<file path="config.mk">
export PLATFORM = sky130hd
export DESIGN_NAME = trap_ctrl
export DESIGN_NICKNAME = d
export VERILOG_FILES = /design/src/rtl/trap_ctrl.sv
export SDC_FILE = /design/constraint.sdc
export NUM_CORES = 1
export LEC_CHECK = 0
export ABC_AREA = 1
export CORE_MARGIN = 10
export CORE_UTILIZATION = 52
export CTS_CLUSTER_DIAMETER = 50
export CTS_CLUSTER_SIZE = 12
export DETAILED_ROUTE_END_ITERATION = 12
export PLACE_DENSITY = 0.86
export SETUP_SLACK_MARGIN = 0.05
export SLEW_MARGIN = 20
export SYNTH_ARGS = -nofsm -noshare
export SYNTH_HDL_FRONTEND = slang
export SYNTH_SLANG_ARGS = --single-unit
</file>
<file path="constraint.sdc">
create_clock -name clk -period 2.3 [get_ports clk]
set_input_delay 0.46 -clock clk [delete_from_list [all_inputs] [get_ports clk]]
set_output_delay 0.46 -clock clk [all_outputs]
set_load 0.01 [all_outputs]
</file>
<file path="src/rtl/trap_ctrl.sv">
// trap_ctrl: machine-mode trap unit; latches exceptions, external interrupts and mret, owns the trap CSRs, and redirects fetch.
// Latency: event cycle -> e_raised/e_handling_addr registered 1 cycle later; DRAIN lasts DRAIN_CYCLES cycles after the redirect is taken.
// Backpressure: the redirect is held in REDIRECT while jump=1 (the fetch selector favours jump); new events are ignored outside RUN.
//
// Ports:
//   clk, rst_n                       core clock, asynchronous active-low reset
//   exc_valid/exc_code/exc_pc/exc_tval  synchronous exception from the pipeline
//   ext_irq, irq_pc                  level machine external interrupt and its resume PC
//   mret                             mret retiring this cycle
//   jump                             branch/jump redirect competing for the fetch selector
//   csr_we/csr_addr/csr_wdata        CSR write port; csr_rdata is combinational on csr_addr
//   e_raised, e_handling_addr        redirect request and target to fetch
//   flush                            squash IF/ID/EX contents
//   trap_busy                        high whenever the unit is not in RUN
//
// Optional feature macro: MTVEC_VECTORED_EN
//   defined   -> mtvec[1:0]=01 selects vectored mode; interrupts go to base + 4*cause,
//                exceptions to base; mtvec bit 0 is writable.
//   undefined -> mtvec[1:0] forced to 00 on write; all traps go to base.

module trap_ctrl #(
    parameter logic [31:0] RESET_MTVEC  = 32'h0000_0100,
    parameter int unsigned DRAIN_CYCLES = 2
) (
    input  logic        clk,
    input  logic        rst_n,
    input  logic        exc_valid,
    input  logic [3:0]  exc_code,
    input  logic [31:0] exc_pc,
    input  logic [31:0] exc_tval,
    input  logic        ext_irq,
    input  logic [31:0] irq_pc,
    input  logic        mret,
    input  logic        jump,
    input  logic        csr_we,
    input  logic [11:0] csr_addr,
    input  logic [31:0] csr_wdata,
    output logic [31:0] csr_rdata,
    output logic        e_raised,
    output logic [31:0] e_handling_addr,
    output logic        flush,
    output logic        trap_busy
);

    localparam logic [11:0] ADDR_MSTATUS  = 12'h300;
    localparam logic [11:0] ADDR_MIE      = 12'h304;
    localparam logic [11:0] ADDR_MTVEC    = 12'h305;
    localparam logic [11:0] ADDR_MSCRATCH = 12'h340;
    localparam logic [11:0] ADDR_MEPC     = 12'h341;
    localparam logic [11:0] ADDR_MCAUSE   = 12'h342;
    localparam logic [11:0] ADDR_MTVAL    = 12'h343;
    localparam logic [11:0] ADDR_MIP      = 12'h344;

    localparam logic [31:0] IRQ_CAUSE     = 32'h8000_000B;
    localparam logic [3:0]  DRAIN_LOAD    = 4'(DRAIN_CYCLES - 1);

    typedef enum logic [1:0] {
        S_RUN      = 2'd0,
        S_REDIRECT = 2'd1,
        S_DRAIN    = 2'd2
    } state_t;

    // ------------------------------------------------------------------
    // State
    // ------------------------------------------------------------------
    state_t      state_q;
    logic [3:0]  drain_cnt_q;
    logic        e_raised_q;
    logic        flush_q;
    logic        trap_busy_q;
    logic [31:0] e_addr_q;

    logic [31:0] mtvec_q,    mtvec_d;
    logic [31:0] mepc_q,     mepc_d;
    logic [31:0] mcause_q,   mcause_d;
    logic [31:0] mtval_q,    mtval_d;
    logic [31:0] mscratch_q, mscratch_d;
    logic        mst_mie_q,  mst_mie_d;
    logic        mst_mpie_q, mst_mpie_d;
    logic        meie_q,     meie_d;

    // ------------------------------------------------------------------
    // Event arbitration (RUN only): exception > enabled interrupt > mret
    // ------------------------------------------------------------------
    logic in_run;
    logic irq_pending;
    logic take_exc;
    logic take_irq;
    logic take_mret;
    logic take_trap;

    assign in_run      = (state_q == S_RUN);
    assign irq_pending = ext_irq & mst_mie_q & meie_q;
    assign take_exc    = in_run & exc_valid;
    assign take_irq    = in_run & ~exc_valid & irq_pending;
    assign take_mret   = in_run & ~exc_valid & ~irq_pending & mret;
    assign take_trap   = take_exc | take_irq;

    // ------------------------------------------------------------------
    // Trap target
    // ------------------------------------------------------------------
    logic [31:0] mtvec_base;
    logic [31:0] trap_target;

    assign mtvec_base = {mtvec_q[31:2], 2'b00};

    always_comb begin
        trap_target = mtvec_base;
`ifdef MTVEC_VECTORED_EN
        // Only interrupts are vectored; cause 11 lands at base + 0x2C.
        if (take_irq && (mtvec_q[1:0] == 2'b01)) begin
            trap_target = mtvec_base + 32'h0000_002C;
        end
`endif
    end

    // ------------------------------------------------------------------
    // CSR next-state: software write first, hardware trap/mret update
    // overrides it for the registers the hardware owns that cycle.
    // ------------------------------------------------------------------
    always_comb begin
        mtvec_d    = mtvec_q;
        mepc_d     = mepc_q;
        mcause_d   = mcause_q;
        mtval_d    = mtval_q;
        mscratch_d = mscratch_q;
        mst_mie_d  = mst_mie_q;
        mst_mpie_d = mst_mpie_q;
        meie_d     = meie_q;

        if (csr_we) begin
            unique case (csr_addr)
                ADDR_MSTATUS: begin
                    mst_mie_d  = csr_wdata[3];
                    mst_mpie_d = csr_wdata[7];
                end
                ADDR_MIE:      meie_d     = csr_wdata[11];
`ifdef MTVEC_VECTORED_EN
                ADDR_MTVEC:    mtvec_d    = {csr_wdata[31:2], 1'b0, csr_wdata[0]};
`else
                ADDR_MTVEC:    mtvec_d    = {csr_wdata[31:2], 2'b00};
`endif
                ADDR_MSCRATCH: mscratch_d = csr_wdata;
                ADDR_MEPC:     mepc_d     = {csr_wdata[31:2], 2'b00};
                ADDR_MCAUSE:   mcause_d   = csr_wdata;
                ADDR_MTVAL:    mtval_d    = csr_wdata;
                default: ;
            endcase
        end

        if (take_exc) begin
            mepc_d     = {exc_pc[31:2], 2'b00};
            mcause_d   = {28'd0, exc_code};
            mtval_d    = exc_tval;
            mst_mpie_d = mst_mie_q;
            mst_mie_d  = 1'b0;
        end else if (take_irq) begin
            mepc_d     = {irq_pc[31:2], 2'b00};
            mcause_d   = IRQ_CAUSE;
            mtval_d    = 32'd0;
            mst_mpie_d = mst_mie_q;
            mst_mie_d  = 1'b0;
        end else if (take_mret) begin
            mst_mie_d  = mst_mpie_q;
            mst_mpie_d = 1'b1;
        end
    end

    always_ff @(posedge clk or negedge rst_n) begin
        if (!rst_n) begin
            mtvec_q    <= RESET_MTVEC;
            mepc_q     <= 32'd0;
            mcause_q   <= 32'd0;
            mtval_q    <= 32'd0;
            mscratch_q <= 32'd0;
            mst_mie_q  <= 1'b0;
            mst_mpie_q <= 1'b0;
            meie_q     <= 1'b0;
        end else begin
            mtvec_q    <= mtvec_d;
            mepc_q     <= mepc_d;
            mcause_q   <= mcause_d;
            mtval_q    <= mtval_d;
            mscratch_q <= mscratch_d;
            mst_mie_q  <= mst_mie_d;
            mst_mpie_q <= mst_mpie_d;
            meie_q     <= meie_d;
        end
    end

    // ------------------------------------------------------------------
    // CSR read mux
    // ------------------------------------------------------------------
    always_comb begin
        csr_rdata = 32'd0;
        unique case (csr_addr)
            ADDR_MSTATUS:  csr_rdata = {24'd0, mst_mpie_q, 3'd0, mst_mie_q, 3'd0};
            ADDR_MIE:      csr_rdata = {20'd0, meie_q, 11'd0};
            ADDR_MTVEC:    csr_rdata = mtvec_q;
            ADDR_MSCRATCH: csr_rdata = mscratch_q;
            ADDR_MEPC:     csr_rdata = mepc_q;
            ADDR_MCAUSE:   csr_rdata = mcause_q;
            ADDR_MTVAL:    csr_rdata = mtval_q;
            ADDR_MIP:      csr_rdata = {20'd0, ext_irq, 11'd0};
            default:       csr_rdata = 32'd0;
        endcase
    end

    // ------------------------------------------------------------------
    // Redirect FSM with registered outputs
    // ------------------------------------------------------------------
    always_ff @(posedge clk or negedge rst_n) begin
        if (!rst_n) begin
            state_q     <= S_RUN;
            drain_cnt_q <= 4'd0;
            e_raised_q  <= 1'b0;
            flush_q     <= 1'b0;
            trap_busy_q <= 1'b0;
            e_addr_q    <= 32'd0;
        end else begin
            unique case (state_q)
                S_RUN: begin
                    if (take_trap || take_mret) begin
                        state_q     <= S_REDIRECT;
                        e_raised_q  <= 1'b1;
                        flush_q     <= 1'b1;
                        trap_busy_q <= 1'b1;
                        e_addr_q    <= take_trap ? trap_target : mepc_q;
                    end
                end
                S_REDIRECT: begin
                    // jump wins the fetch selector; keep asserting until a
                    // cycle without it, which is when fetch takes our target.
                    if (!jump) begin
                        state_q     <= S_DRAIN;
                        e_raised_q  <= 1'b0;
                        drain_cnt_q <= DRAIN_LOAD;
                    end
                end
                S_DRAIN: begin
                    if (drain_cnt_q == 4'd0) begin
                        state_q     <= S_RUN;
                        flush_q     <= 1'b0;
                        trap_busy_q <= 1'b0;
                    end else begin
                        drain_cnt_q <= drain_cnt_q - 4'd1;
                    end
                end
                default: begin
                    state_q     <= S_RUN;
                    e_raised_q  <= 1'b0;
                    flush_q     <= 1'b0;
                    trap_busy_q <= 1'b0;
                end
            endcase
        end
    end

    assign e_raised        = e_raised_q;
    assign flush           = flush_q;
    assign trap_busy       = trap_busy_q;
    assign e_handling_addr = e_addr_q;

endmodule

</file>
## After elaboration in Yosys (flattened, before gate mapping)

Cells that the tools add are included.

- Flip-flop bits (word level): 201
- Latch bits: 0
- Bits in writable memories: 0
- Memory bits (read-only): 0
- Input port bits: 151
- Logic and storage cells: 98
- Memories: 0

- Add/subtract/negate cells: 1
- Multiply operators: 0
- Divide/modulo/power cells: 0
- $lt $le $gt $ge: 0
- Equal/unequal tests: 14
- Shift-type cells: 0
- Muxes and demuxes: 36
- Bitwise gates (word level): 12
- Reduce and logical (&&, ||, !) cells: 22

Operators by type and width:

| operator | count |
|---|---|
| 2-to-1 mux 32 bit | 13 |
| one-hot mux 32 bit (8 select lines) | 1 |
| == test 12 x 10 -> 1 bit (second input constant) | 8 |
| AND reduction 2 bit | 8 |
| 2-to-1 mux 1 bit | 13 |
| AND reduction 3 bit | 4 |
| nonzero test 3 bit | 4 |
| 2-to-1 mux 4 bit | 2 |
| one-hot mux 4 bit (2 select lines) | 1 |
| nonzero test 4 bit | 2 |
| AND 1 bit | 7 |
| 2-to-1 mux 2 bit | 3 |
| inequality test 2 bit (second input constant) | 3 |
| one-hot mux 1 bit (3 select lines) | 2 |
| one-hot mux 2 bit (3 select lines) | 1 |
| logical NOT 4 bit | 1 |
| NOT 1 bit | 4 |
| subtractor 4 x 1 -> 4 bit (second input constant) | 1 |
| == test 2 x 1 -> 1 bit (second input constant) | 1 |
| == test 2 bit (second input constant) | 1 |
| logical NOT 2 bit | 1 |
| inequality test 2 x 1 -> 1 bit (second input constant) | 1 |
| nonzero test 2 bit | 1 |
| logical OR 1 bit | 1 |
| bitwise OR 1 bit | 1 |

## Longest topological paths before layout

Gate-level depths: netlist of run 1.

- Depth after elaboration: 8
- Mapped depth: 12
- Gate-level depth less buffers: 10

## Worst setup path before layout of run 1

No wires, ideal clock.

- Path kind: in2out
- Start: in csr_addr[11]
- End: out csr_rdata[12]
- Arrival: 1.459 ns
- Data required time: 1.840 ns
- Setup slack: 0.381 ns
- Cell stages on the path: 10
- Buffers on the path: 3
- Path through: nor2_1 > nand2_1 > nor2_2 > buf_6 > buf_4 > buf_4 > nand3_1 > nand2_1 > inv_1 > nand2_1

- Cells in the longest elaborated chain, start to end: 2
- Elaborated cells on any way between the ends: 9

Ends and longest elaborated chain:

| what | RTL line | RTL |
|---|---|---|
| start: declaration | 36 | `input logic [11:0] csr_addr,` |
| == test 12 x 10 -> 1 bit | 196 | `unique case (csr_addr)` |
| one-hot mux 32 bit (8 select lines) * | 196 |  |
| end: declaration | 38 | `output logic [31:0] csr_rdata,` |

Mark *: on every way between the ends. The rest lies on a longest branch, timed or not.

## Final worst setup path of run 1

- Start: in csr_addr[10]
- End: out csr_rdata[15]

Same word-level chain as after synthesis.

==> results of run 1 <==
[final cells by class]
class | instances | area [sq um] | area share [%]
clock inverter | 12 | 148.9 | 0.9869
inverter | 171 | 661.9 | 4.387
timing repair buffer | 322 | 3556 | 23.57
sequential | 197 | 4931 | 32.68
clock buffer | 20 | 446.7 | 2.961
multi-input combinational | 1067 | 5005 | 33.17
tap | 270 | 337.8 | 2.239
[synth_stat cells, drive strengths merged, types with 2 or more instances]
cell    instances
a21oi          32
nand3         210
buf            75
o21ai         162
nor2          113
clkbuf         19
dfrtp         196
or2             3
nand4           2
inv           170
nand2         539
[worst reg2reg max path, cell delays in order (launching register included)]
cell and delay [ns]:
dfrtp_1 0.43, nor2_4 0.19, inv_2 0.06, a21oi_4 0.21
inv_4 0.18, buf_12 0.21, nand2_1 0.11, nand2_1 0.11
nand2_1 0.15, nand2_1 0.10
[cells by family (layout without fill, tap and decap cells)]
group,Yosys count,in the layout,synth area share [%]
compound gates,195,195,9.283
buf+inv,265,525,10.97
fa+ha+maj,1,1,0.1166
other cells,1,2,0.03495
flops,197,197,45.96
simple gates,869,869,33.63
[power by group through the flow]
stage          clock network, W  registers [W]  logic, W
6_report                0.00306        0.00494   0.00500
5_1_grt                 0.00318        0.00503   0.00548
4_1_cts                 0.00303        0.00490   0.00486
3_5_place_dp                  0        0.00495   0.00480
3_3_place_gp                  0        0.00491   0.00463
2_1_floorplan                 0        0.00493   0.00269
[metrics by stage]
| step | total power (W) | hold slack [ns] |
|---|---|---|
| after floorplan | 0.007616 | 0.1644 |
| after global placement | 0.009535 | 0.4544 |
| after detailed placement | 0.009742 | 0.4709 |
| after CTS | 0.01280 | 0.02773 |
| after global routing | 0.01369 | 0.03628 |
| final | 0.01301 | -0.005357 |
[layer usage]
metal | routed length (um) | GRT usage (%) | vias to the layer above
li1 | - | - | 5282
met1 | 14600 | 34.52 | 5464
met2 | 19360 | 47.13 | 871
met3 | 4717 | 7.979 | 235
met4 | 2554 | 18.44 | 0
met5 | 0 | 0 | -
[path summary, 6_finish.rpt]
check                                                startpoint                         endpoint  slack [ns]
worst min-delay path                                      rst_n   e_handling_addr[4]$_DFFE_PN0P_      -0.005
min in group clk                e_handling_addr[27]$_DFFE_PN0P_  e_handling_addr[27]$_DFFE_PN0P_        0.49
worst min register to register  e_handling_addr[27]$_DFFE_PN0P_  e_handling_addr[27]$_DFFE_PN0P_        0.49
worst max-delay path                               csr_addr[10]                    csr_rdata[15]        0.02
worst max register to register           state_q[1]$_DFFE_PN0P_           mtval_q[7]$_DFFE_PN0P_        0.42
max in group asynchronous                                 rst_n          mtvec_q[25]$_DFFE_PN0P_        1.65
[flip-flops by register name, summed over array words and instances (netlist names)]
| register | count |
|---|---|
| mst_mpie_q | 1 |
| trap_busy | 1 |
| state_q | 2 |
| meie_q | 1 |
| mepc_q | 30 |
| mtval_q | 32 |
| drain_cnt_q | 4 |
| mtvec_q | 30 |
| mst_mie_q | 1 |
| mcause_q | 32 |
| mscratch_q | 32 |
| e_handling_addr | 30 |
| e_raised | 1 |
[what timing repair did]
item	in CTS	in global routing
gates resized for setup	240	89
gates cloned	9	0
setup buffers	21	6
pin swaps	35	45
endpoints found under the setup margin	32	32
==> key figures, run 1 <==
Run status
  • Status: finished, violations left
  • Failing checks: negative hold slack

Clocking
  • Clk sink count: just under 200
  • TritonCTS Buffers: 17
  • H-tree depth: 4
  • Clk_lat worst skew: roughly 0.45 ns
  • Hold_buf cts: 0
  • Clk slew on worst S/H paths: 0.07 ns
  • Clock root buffer: clkbuf_16
  • TritonCTS clock tree: built
  • Clock Tree Buf Depth: 2

Yosys
  • Register area share after synthesis: between 40% and 50%
  • Most common flop cell mapped by yosys: dfrtp_1
  • Area share of the largest cell type after synthesis: between 40 and 50%
  • Largest cells by area after synthesis: dfrtp_1 (46%), nand2_1 (19%), nand3_1 (9.6%)
  • Yosys cell types: 30
  • Synthesized area: 10730 sq um
  • Avg Cell Area, Syn: 7.022 sq um
  • Synth warn: 0
  • FFs w/ async S/R, synth: 100.0%
  • Number of flops mapped to enable cells by yosys: 0
  • Post-synth top area cell: dfrtp_1
  • Cell count after synthesis: 1528
  • Synthesized flop and latch total: 197

Critical path
  • Setup CP Type: primary input to output pin
  • Worst-path cell chain: buf_2 -> nor2_4 -> nand2_4 -> nor2_4 -> buf_12 -> buf_12 -> buf_12 -> buf_4 -> nand3_1 -> nand2_1 -> inv_1 -> nand2_1 -> buf_6
  • CP max stage cell: buf_12
  • Setup crit end kind: output pin
  • Type of origin of the critical path: primary input
  • Worst Path Max Fanout: 8
  • FF-to-FF path depth: 9
  • Critical path's top delay family: buffers and inverters
  • WP buf/inv: 7
  • Levels on crit path: 13
  • Worst endpoint required time: 1.84 ns
  • Largest stage delay, worst path: around 0.14 ns
  • Crit path DAT: 1.82 ns
  • Most common cell on crit path: buf_12

GRT
  • Global-route wire length before repair: 62.36 mm
  • Vias in the first global route: 11850
  • Total GRT Usage: around 29%
  • Initial antenna violation count: 0
  • Gr ovfl total: 0
  • Largest net degree at the start of global routing: 62

Power and ir drop
  • Net Sw Power: 0.004999 W
  • Sw Ratio: 38.43%
  • Power Density: 862.1 nW/um^2
  • Int Pwr: between 0.008 and 0.009 W
  • Maximum VDD drop: between 500 and 600 uV
  • Pleak: 7.576 nW
  • Sequential power share: 38.0%
  • Clock power share: 23.5%
  • Combinational share of power: 38.4%

Timing
  • RSZ-0062 raised after global routing: true
  • Peak Freq: between 400 and 500 MHz
  • Final period util: 98.93%
  • Max-slew violation count: 0
  • Setup TNS: 0 ns
  • Max-slew headroom: 62.72%
  • Final setup fails: 0
  • Final hold vios: 3
  • Setup WS post-layout: 0.02460 ns
  • Hold_ws: -0.005357 ns
  • Actual slew at the worst max-slew pin: 0.5592 ns
  • Period minus WS final: 2.275 ns
  • Worst Skew: 0.007998 ns

Route
  • WL final: 41.23 mm
  • Vias: 11850
  • DRT Pass-1 Iters: 7
  • Vias per inst: 5.756
  • Number of DRC markers in iteration 0: 1537
  • Antenna viol nets, final: 0
  • DRC viols: 0
  • Routed wire per std cell: 20.03 um

Placement
  • Gpl congestion: around 0.90
  • Placed instance area: 13620 sq um
  • Port Buffers: around 210
  • Post-DP HPWL: 25.72 mm
  • Pre-CTS setup slack: -0.7479 ns
  • Placed instance count: 1996

Flow run
  • Max-cap violations: 0

Cells and area
  • Fillers: between 1000 and 1500
  • Commonest non-fill, non-tap cell in the layout: nand2_1
  • Final #Nets: 1928
  • Cell area after layout: 15090 sq um
  • Fraction of layout cells with a size suffix above 1: approximately 17%
  • Area growth syn-to-layout: 40.62%
  • Utilization after layout: between 70% and 80%
  • Most frequent cells in the layout: nand2_1 (497), dfrtp_1 (196), nand3_1 (186)
  • Non-filler cells, final: just over 2000
  • Antenna diodes: 0

Hold path
  • HP Class: primary input to async pin

Floorplanning
  • Ports: 218
  • Core area: 20300 sq um
  • Die height: ~160 um
  • Die area: 26780 sq um
  • Overall die width: approximately 160 um
  • Initial Utilization: 52.85%
  • Row Count: 52
No activity file was read; power rests on OpenSTA's default activity.
==> run 2: changes to the inputs <==
--- a/config.mk
+++ b/config.mk
@@ -6,11 +6,13 @@
 export NUM_CORES = 1
 export LEC_CHECK = 0
 export ABC_AREA = 1
+export CORE_ASPECT_RATIO = 1.75
 export CORE_MARGIN = 10
 export CORE_UTILIZATION = 52
 export CTS_CLUSTER_DIAMETER = 50
 export CTS_CLUSTER_SIZE = 12
 export DETAILED_ROUTE_END_ITERATION = 12
+export MAX_ROUTING_LAYER = met4
 export PLACE_DENSITY = 0.86
 export SETUP_SLACK_MARGIN = 0.05
 export SLEW_MARGIN = 20
==> constraint.sdc (replaced) <==
create_clock -name clk -period 2.3 [get_ports clk]
set_input_delay 0.46 -clock clk [delete_from_list [all_inputs] [get_ports clk]]
set_output_delay 0.46 -clock clk [all_outputs]
set_load 0.1 [all_outputs]
==> run 2 against run 1 <==
The run ends with negative setup slack left. Routed wire length increased by 10%. Final cell count down 1.5%. Total power grew 14%. Worst hold slack better by 0.020 ns. Worst setup slack got worse by 0.19 ns. Sequential share of layout area fell by 0.63 points. Register-to-register slack worse by 0.04 ns. Die area rose by 0.85%. Critical endpoint is now csr_rdata[7]. Largest cell class unchanged. Largest power group unchanged.
==> key figures, run 2 (synthesized netlist as in run 1, its figures left out) <==
GRT
  • Global-route wire length before repair: 61.45 mm (was 62.36 mm)
  • Vias in the first global route: 11710 (was 11850)
  • Largest net degree at the start of global routing: 69 (was 62)
  • Initial antenna violation count: 2 (was 0)
  • Gr ovfl total: 0 (unchanged)
  • Total GRT Usage: 29.56% (was 29.44%)

Critical path
  • Critical Path End: csr_rdata[7] (was csr_rdata[15])
  • Worst Setup SP: csr_addr[3] (was csr_addr[10])
  • R2r startpoint: state_q[1]$_DFFE_PN0P_ (unchanged)
  • Levels on crit path: 10 (was 13)
  • Worst-path cell chain: buf_8 -> nor2_4 -> nand2_4 -> nor2_4 -> nand2_8 -> buf_4 -> o21ai_0 -> inv_1 -> nand2_2 -> buf_12 (was buf_2 -> nor2_4 -> nand2_4 -> nor2_4 -> buf_12 -> buf_12 -> buf_12 -> buf_4 -> nand3_1 -> nand2_1 -> inv_1 -> nand2_1 -> buf_6)
  • CP max stage cell: nor2_4 (was buf_12)
  • Most common cell on crit path: nor2_4 (was buf_12)
  • Worst Path Max Fanout: 5 (was 8)
  • Largest stage delay, worst path: 0.29 ns (was 0.14 ns)
  • Type of origin of the critical path: primary input (unchanged)
  • Worst r2r dst: mtval_q[4]$_DFFE_PN0P_ (was mtval_q[7]$_DFFE_PN0P_)
  • Critical path's top delay family: simple AND/OR/NAND/NOR gates (was buffers and inverters)
  • R2R Setup Slk: 0.38 ns (was 0.42 ns)
  • Setup CP Type: primary input to output pin (unchanged)
  • FF-to-FF path depth: 9 (unchanged)
  • Crit path DAT: 2.00 ns (was 1.82 ns)
  • Worst endpoint required time: 1.84 ns (about the same)
  • Setup crit end kind: output pin (unchanged)
  • WP buf/inv: 4 (was 7)

Route
  • Routed wire per std cell: 22.37 um (was 20.03 um)
  • WL final: 45.37 mm (was 41.23 mm)
  • Vias: 12370 (was 11850)
  • Number of DRC markers in iteration 0: 2125 (was 1537)
  • DRC viols: 0 (unchanged)
  • DRT Pass-1 Iters: 7 (unchanged)
  • Vias per inst: 6.101 (was 5.756)
  • Antenna viol nets, final: 0 (unchanged)

Floorplanning
  • Initial Utilization: 52.88% (was 52.85%)
  • Row Count: 69 (was 52)
  • Ports: 218 (unchanged)
  • Overall die width: 128.6 um (was 163.6 um)
  • Die area: 27000 sq um (was 26780 sq um)
  • Die height: 210.0 um (was 163.6 um)
  • Core area: 20290 sq um (was 20300 sq um)

Cells and area
  • Fraction of layout cells with a size suffix above 1: 21.03% (was 17.16%)
  • Largest regs: mcause_q x32, mscratch_q x32, mtval_q x32 (unchanged)
  • Final #Nets: 1917 (was 1928)
  • Utilization after layout: 75.83% (was 74.32%)
  • Commonest non-fill, non-tap cell in the layout: nand2_1 (unchanged)
  • Area growth syn-to-layout: 43.39% (was 40.62%)
  • Most frequent cells in the layout: nand2_1 (465), dfrtp_1 (196), nand3_1 (183) (was nand2_1 (497), dfrtp_1 (196), nand3_1 (186))

Timing
  • Final hold vios: 0 (was 3)
  • Final setup fails: 30 (was 0)
  • RSZ-0062 raised after global routing: true (unchanged)
  • Peak Freq: 406.4 MHz (was 439.5 MHz)
  • Actual slew at the worst max-slew pin: 0.6318 ns (was 0.5592 ns)
  • Hold_ws: 0.01447 ns (was -0.005357 ns)
  • Setup WS post-layout: -0.1607 ns (was 0.02460 ns)
  • Final period util: 107.0% (was 98.93%)
  • Worst Skew: 0.01601 ns (was 0.007998 ns)
  • Max-slew violation count: 0 (unchanged)
  • Period minus WS final: 2.461 ns (was 2.275 ns)
  • Setup TNS: -1.639 ns (was 0 ns)
  • Max-slew headroom: 57.88% (was 62.72%)

Clocking
  • Hold_buf cts: 0 (unchanged)
  • Clk_lat worst skew: 0.45 ns (about the same)
  • TritonCTS clock tree: built (unchanged)
  • Clock Tree Buf Depth: 2 (unchanged)
  • TritonCTS Buffers: 17 (unchanged)
  • Clk sink count: 197 (unchanged)
  • H-tree depth: 4 (unchanged)
  • Clock root buffer: clkbuf_16 (unchanged)
  • Clk slew on worst S/H paths: 0.08 ns (was 0.07 ns)

Run status
  • Status: finished, violations left (unchanged)
  • Failing checks: negative setup slack (was negative hold slack)

Power and ir drop
  • Total power draw: 0.01482 W (was 0.01301 W)
  • Maximum VDD drop: 974.8 uV (was 546.1 uV)
  • Pleak: 7.650 nW (was 7.576 nW)
  • Power Density: 963.3 nW/um^2 (was 862.1 nW/um^2)

Flow run
  • Max-cap violations: 0 (unchanged)

Placement
  • Port Buffers: 211 (unchanged)
  • Gpl congestion: 0.9382 (was 0.9013)
  • Pre-CTS setup slack: -0.4420 ns (was -0.7479 ns)
  • Post-DP HPWL: 26.38 mm (was 25.72 mm)

Hold path
  • HP Class: primary input to async pin (unchanged)
## run 2: worst min-delay path by stage
stage,depth (start not counted),slack [ns],to,start
2_1_floorplan,0,0.16,drain_cnt_q[0]$_DFFE_PN0P_,rst_n
3_3_place_gp,2,0.46,e_raised$_DFFE_PN0P_,e_raised$_DFFE_PN0P_
3_5_place_dp,2,0.47,e_raised$_DFFE_PN0P_,e_raised$_DFFE_PN0P_
4_1_cts,1,0.05,mcause_q[24]$_DFFE_PN0P_,rst_n
5_1_grt,1,0.05,mcause_q[24]$_DFFE_PN0P_,rst_n
6_report,1,0.01,mepc_q[22]$_DFFE_PN0P_,rst_n
## run 2: power by group
group | leakage [nW] | switching (W) | internal, W
Combinational | 4.77 | 0.00488 | 0.00186
Sequential | 2.59 | 0.000666 | 0.00435
Clock | 0.291 | 0.00151 | 0.00156
Total | 7.65 | 0.00706 | 0.00776
## run 2: per-stage QoR
step,cells,instance area [sq um]
2_1_floorplan,1529,10820
3_3_place_gp,1968,13840
3_5_place_dp,1968,13840
4_1_cts,2015,14850
5_1_grt,2028,15380
6_report,2028,15380
## run 2: metal layers
metal	track usage, %	wire [um]	up-vias
met1	32.86	14390	5620
li1	-	-	5271
met4	18.84	4117	0
met3	5.402	5597	392
met2	47.72	21260	1089
met5	-	0	-
## run 2: timing repair
item                                    in CTS  in global routing
endpoints found under the setup margin      32                 32
resized for setup                          122                117
gates cloned                                 3                  7
pin swaps                                   20                 43
setup buffers                               12                  7
## run 2: cell type report
class,count,area (sq um)
antenna,2,5.005
timing repair buffer,311,3732
sequential,197,4931
tap,248,310.3
inverter,171,674.4
clock inverter,14,157.7
multi-input combinational,1067,5145
fill,1222,4903
clock buffer,18,429.2
==> run 3: changes to the inputs <==
--- a/config.mk
+++ b/config.mk
@@ -8,12 +8,13 @@
 export ABC_AREA = 1
 export CORE_ASPECT_RATIO = 1.75
 export CORE_MARGIN = 10
-export CORE_UTILIZATION = 52
+export CORE_UTILIZATION = 64
 export CTS_CLUSTER_DIAMETER = 50
 export CTS_CLUSTER_SIZE = 12
 export DETAILED_ROUTE_END_ITERATION = 12
+export DONT_BUFFER_PORTS = 1
 export MAX_ROUTING_LAYER = met4
-export PLACE_DENSITY = 0.86
+export PLACE_DENSITY = 0.85
 export SETUP_SLACK_MARGIN = 0.05
 export SLEW_MARGIN = 20
 export SYNTH_ARGS = -nofsm -noshare
==> run 3 against run 2 <==
The run ends with negative hold slack left. Register-to-register slack got worse by 0.09 ns. Clock skew shrank 0.0030 ns. Total power fell by 7.4%. Sequential share of layout area up 6.7 points. Cell area is 17% lower. Routed wire length decreased by 22%. Combinational power decreased by 12%. Non-clock buffer count decreased by 198. Sequential power decreased by 4%. Maximum frequency grew 11%. Sequential cell count did not move. Critical path type unchanged. Largest power group unchanged. Highest routed layer unchanged.
==> key figures, run 3 (synthesized netlist as in run 1, its figures left out) <==
Floorplanning
  • Initial Utilization: 65.24% (was 52.88%)
  • Ports: 218 (unchanged)
  • Overall die width: 117.9 um (was 128.6 um)
  • Die area: 22550 sq um (was 27000 sq um)
  • Die height: 191.3 um (was 210.0 um)
  • Core area: 16450 sq um (was 20290 sq um)
  • Row Count: 62 (was 69)

Critical path
  • Type of origin of the critical path: primary input (unchanged)
  • Worst Path Max Fanout: 12 (was 5)
  • Setup CP Type: primary input to output pin (unchanged)
  • Largest stage delay, worst path: 0.24 ns (was 0.29 ns)
  • Worst-path cell chain: inv_8 -> nor2_4 -> nand2_2 -> nor2_4 -> nand2_2 -> inv_2 -> buf_12 -> nand2_1 -> nand2_1 -> inv_1 -> nand2_2 -> buf_12 (was buf_8 -> nor2_4 -> nand2_4 -> nor2_4 -> nand2_8 -> buf_4 -> o21ai_0 -> inv_1 -> nand2_2 -> buf_12)
  • Crit path DAT: 1.76 ns (was 2.00 ns)
  • Critical path's top delay family: simple AND/OR/NAND/NOR gates (unchanged)
  • Setup crit end kind: output pin (unchanged)
  • R2R Setup Slk: 0.29 ns (was 0.38 ns)
  • Worst endpoint required time: 1.84 ns (about the same)
  • Most common cell on crit path: nand2_2 (was nor2_4)
  • WP buf/inv: 5 (was 4)
  • CP max stage cell: nor2_4 (unchanged)

Timing
  • Period minus WS final: 2.219 ns (was 2.461 ns)
  • Actual slew at the worst max-slew pin: 0.5555 ns (was 0.6318 ns)
  • Peak Freq: 450.6 MHz (was 406.4 MHz)
  • Setup WS post-layout: 0.08086 ns (was -0.1607 ns)
  • Final setup fails: 0 (was 30)
  • Final hold vios: 196 (was 0)
  • Max-slew headroom: 62.97% (was 57.88%)
  • Max-slew violation count: 0 (unchanged)
  • RSZ-0062 raised after global routing: true (unchanged)
  • Hold_ws: -0.2998 ns (was 0.01447 ns)
  • Setup TNS: 0 ns (was -1.639 ns)
  • Worst Skew: 0.01299 ns (was 0.01601 ns)
  • Final period util: 96.48% (was 107.0%)

Clocking
  • TritonCTS Buffers: 17 (unchanged)
  • Clk slew on worst S/H paths: 0.08 ns (about the same)
  • Clk sink count: 197 (unchanged)
  • Clk_lat worst skew: 0.46 ns (was 0.45 ns)
  • Clock root buffer: clkbuf_16 (unchanged)
  • Clock Tree Buf Depth: 2 (unchanged)
  • TritonCTS clock tree: built (unchanged)
  • H-tree depth: 4 (unchanged)

GRT
  • Met3 GRT Util: 7.356% (was 5.402%)
  • GR peak layer: met2 (unchanged)
  • Global routing usage on met2: 51.91% (was 47.72%)
  • Gr ovfl total: 0 (unchanged)
  • Vias in the first global route: 10720 (was 11710)
  • Total GRT Usage: 31.68% (was 29.56%)
  • GR Layer Usage met1: 33.80% (was 32.86%)
  • Initial antenna violation count: 1 (was 2)
  • Global-route wire length before repair: 55.27 mm (was 61.45 mm)
  • Largest net degree at the start of global routing: 198 (was 69)

Placement
  • Gpl congestion: 0.8911 (was 0.9382)
  • Port Buffers: 0 (was 211)
  • Pre-CTS setup slack: 0.05831 ns (was -0.4420 ns)
  • Post-DP HPWL: 23.43 mm (was 26.38 mm)

Run status
  • Failing checks: negative hold slack (was negative setup slack)
  • Status: finished, violations left (unchanged)

Power and ir drop
  • Pleak: 6.647 nW (was 7.650 nW)
  • Power Density: 1078 nW/um^2 (was 963.3 nW/um^2)
  • Total power draw: 0.01373 W (was 0.01482 W)
  • Maximum VDD drop: 980.0 uV (was 974.8 uV)

Cells and area
  • Most frequent cells in the layout: nand2_1 (491), nand3_1 (203), dfrtp_1 (195) (was nand2_1 (465), dfrtp_1 (196), nand3_1 (183))
  • Area growth syn-to-layout: 18.69% (was 43.39%)
  • Largest regs: mcause_q x32, mscratch_q x32, mtval_q x32 (unchanged)
  • Utilization after layout: 77.43% (was 75.83%)
  • Final #Nets: 1719 (was 1917)
  • Commonest non-fill, non-tap cell in the layout: nand2_1 (unchanged)
  • Fraction of layout cells with a size suffix above 1: 14.75% (was 21.03%)

Route
  • Routed wire per std cell: 19.57 um (was 22.37 um)
  • WL final: 35.32 mm (was 45.37 mm)
  • Number of DRC markers in iteration 0: 1249 (was 2125)
  • Vias per inst: 5.961 (was 6.101)
  • Antenna viol nets, final: 0 (unchanged)
  • Vias: 10760 (was 12370)
  • DRC viols: 0 (unchanged)
  • DRT Pass-1 Iters: 6 (was 7)

Hold path
  • HP Class: primary input to async pin (unchanged)

Flow run
  • Max-cap violations: 0 (unchanged)
-- run 3: cell types whose count changed in the layout (fill, tap and decap cells not counted), sizes merged, moves of 2 or more --
cell,delta
clkinvlp,+2
buf,-58
clkinv,-2
clkdlybuf4s50,-133
clkbuf,-7
-- run 3: path summary, 6_finish.rpt --
path | endpoint | startpoint | cells after the start
min in group clk | mscratch_q[18]$_DFFE_PN0P_ | csr_wdata[18] | 2
setup reg to reg | mcause_q[3]$_DFFE_PN0P_ | mst_mie_q$_DFFE_PN0P_ | 7
hold / removal | e_handling_addr[30]$_DFFE_PN0P_ | rst_n | 0
setup / recovery | csr_rdata[26] | csr_addr[6] | 12
hold reg to reg | mscratch_q[6]$_DFFE_PN0P_ | mscratch_q[6]$_DFFE_PN0P_ | 2
max in group asynchronous | mtvec_q[8]$_DFFE_PN1P_ | rst_n | 0
-- run 3: worst register-to-register path, delay by kind of cell, from the launching register on --
family / cells / cell delay, ns
AO/OA/AOI/OAI: 1 / 0.11
buffers and inverters: 2 / 0.71
flip-flops: 1 / 0.43
AND/OR/NAND/NOR: 4 / 0.65
-- run 3: layout make-up --
| class | instances | area (sq um) |
|---|---|---|
| fill | 1162 | 3711 |
| multi-input combinational | 1067 | 4846 |
| clock buffer | 18 | 429.2 |
| timing repair buffer | 113 | 1451 |
| inverter | 171 | 654.4 |
| antenna | 1 | 2.502 |
| clock inverter | 14 | 138.9 |
| tap | 224 | 280.3 |
| sequential | 197 | 4932 |
-- run 3: where the power goes --
part,leakage (nW),internal [W],switching (W)
registers,2.59,0.00435,0.000486
logic,3.78,0.00144,0.00450
clock network,0.274,0.00144,0.00150
-- run 3: timing repair --
item | in CTS | in global routing
setup endpoints to repair | 0 | 45
endpoints found under the hold margin | 197 | 197
gates resized for setup | 0 | 40
setup buffers | 0 | 2
-- run 3: per-stage QoR --
step	area, sq um	std cells
2_1_floorplan	10820	1529
3_3_place_gp	12040	1770
3_5_place_dp	12040	1770
4_1_cts	12610	1802
5_1_grt	12730	1805
6_report	12730	1805
-- run 3: layer usage --
| layer | up-vias | wire, um |
|---|---|---|
| met5 | - | 0 |
| met4 | 0 | 2339 |
| met3 | 198 | 3635 |
| met2 | 745 | 17320 |
| met1 | 4950 | 12020 |
| li1 | 4866 | - |
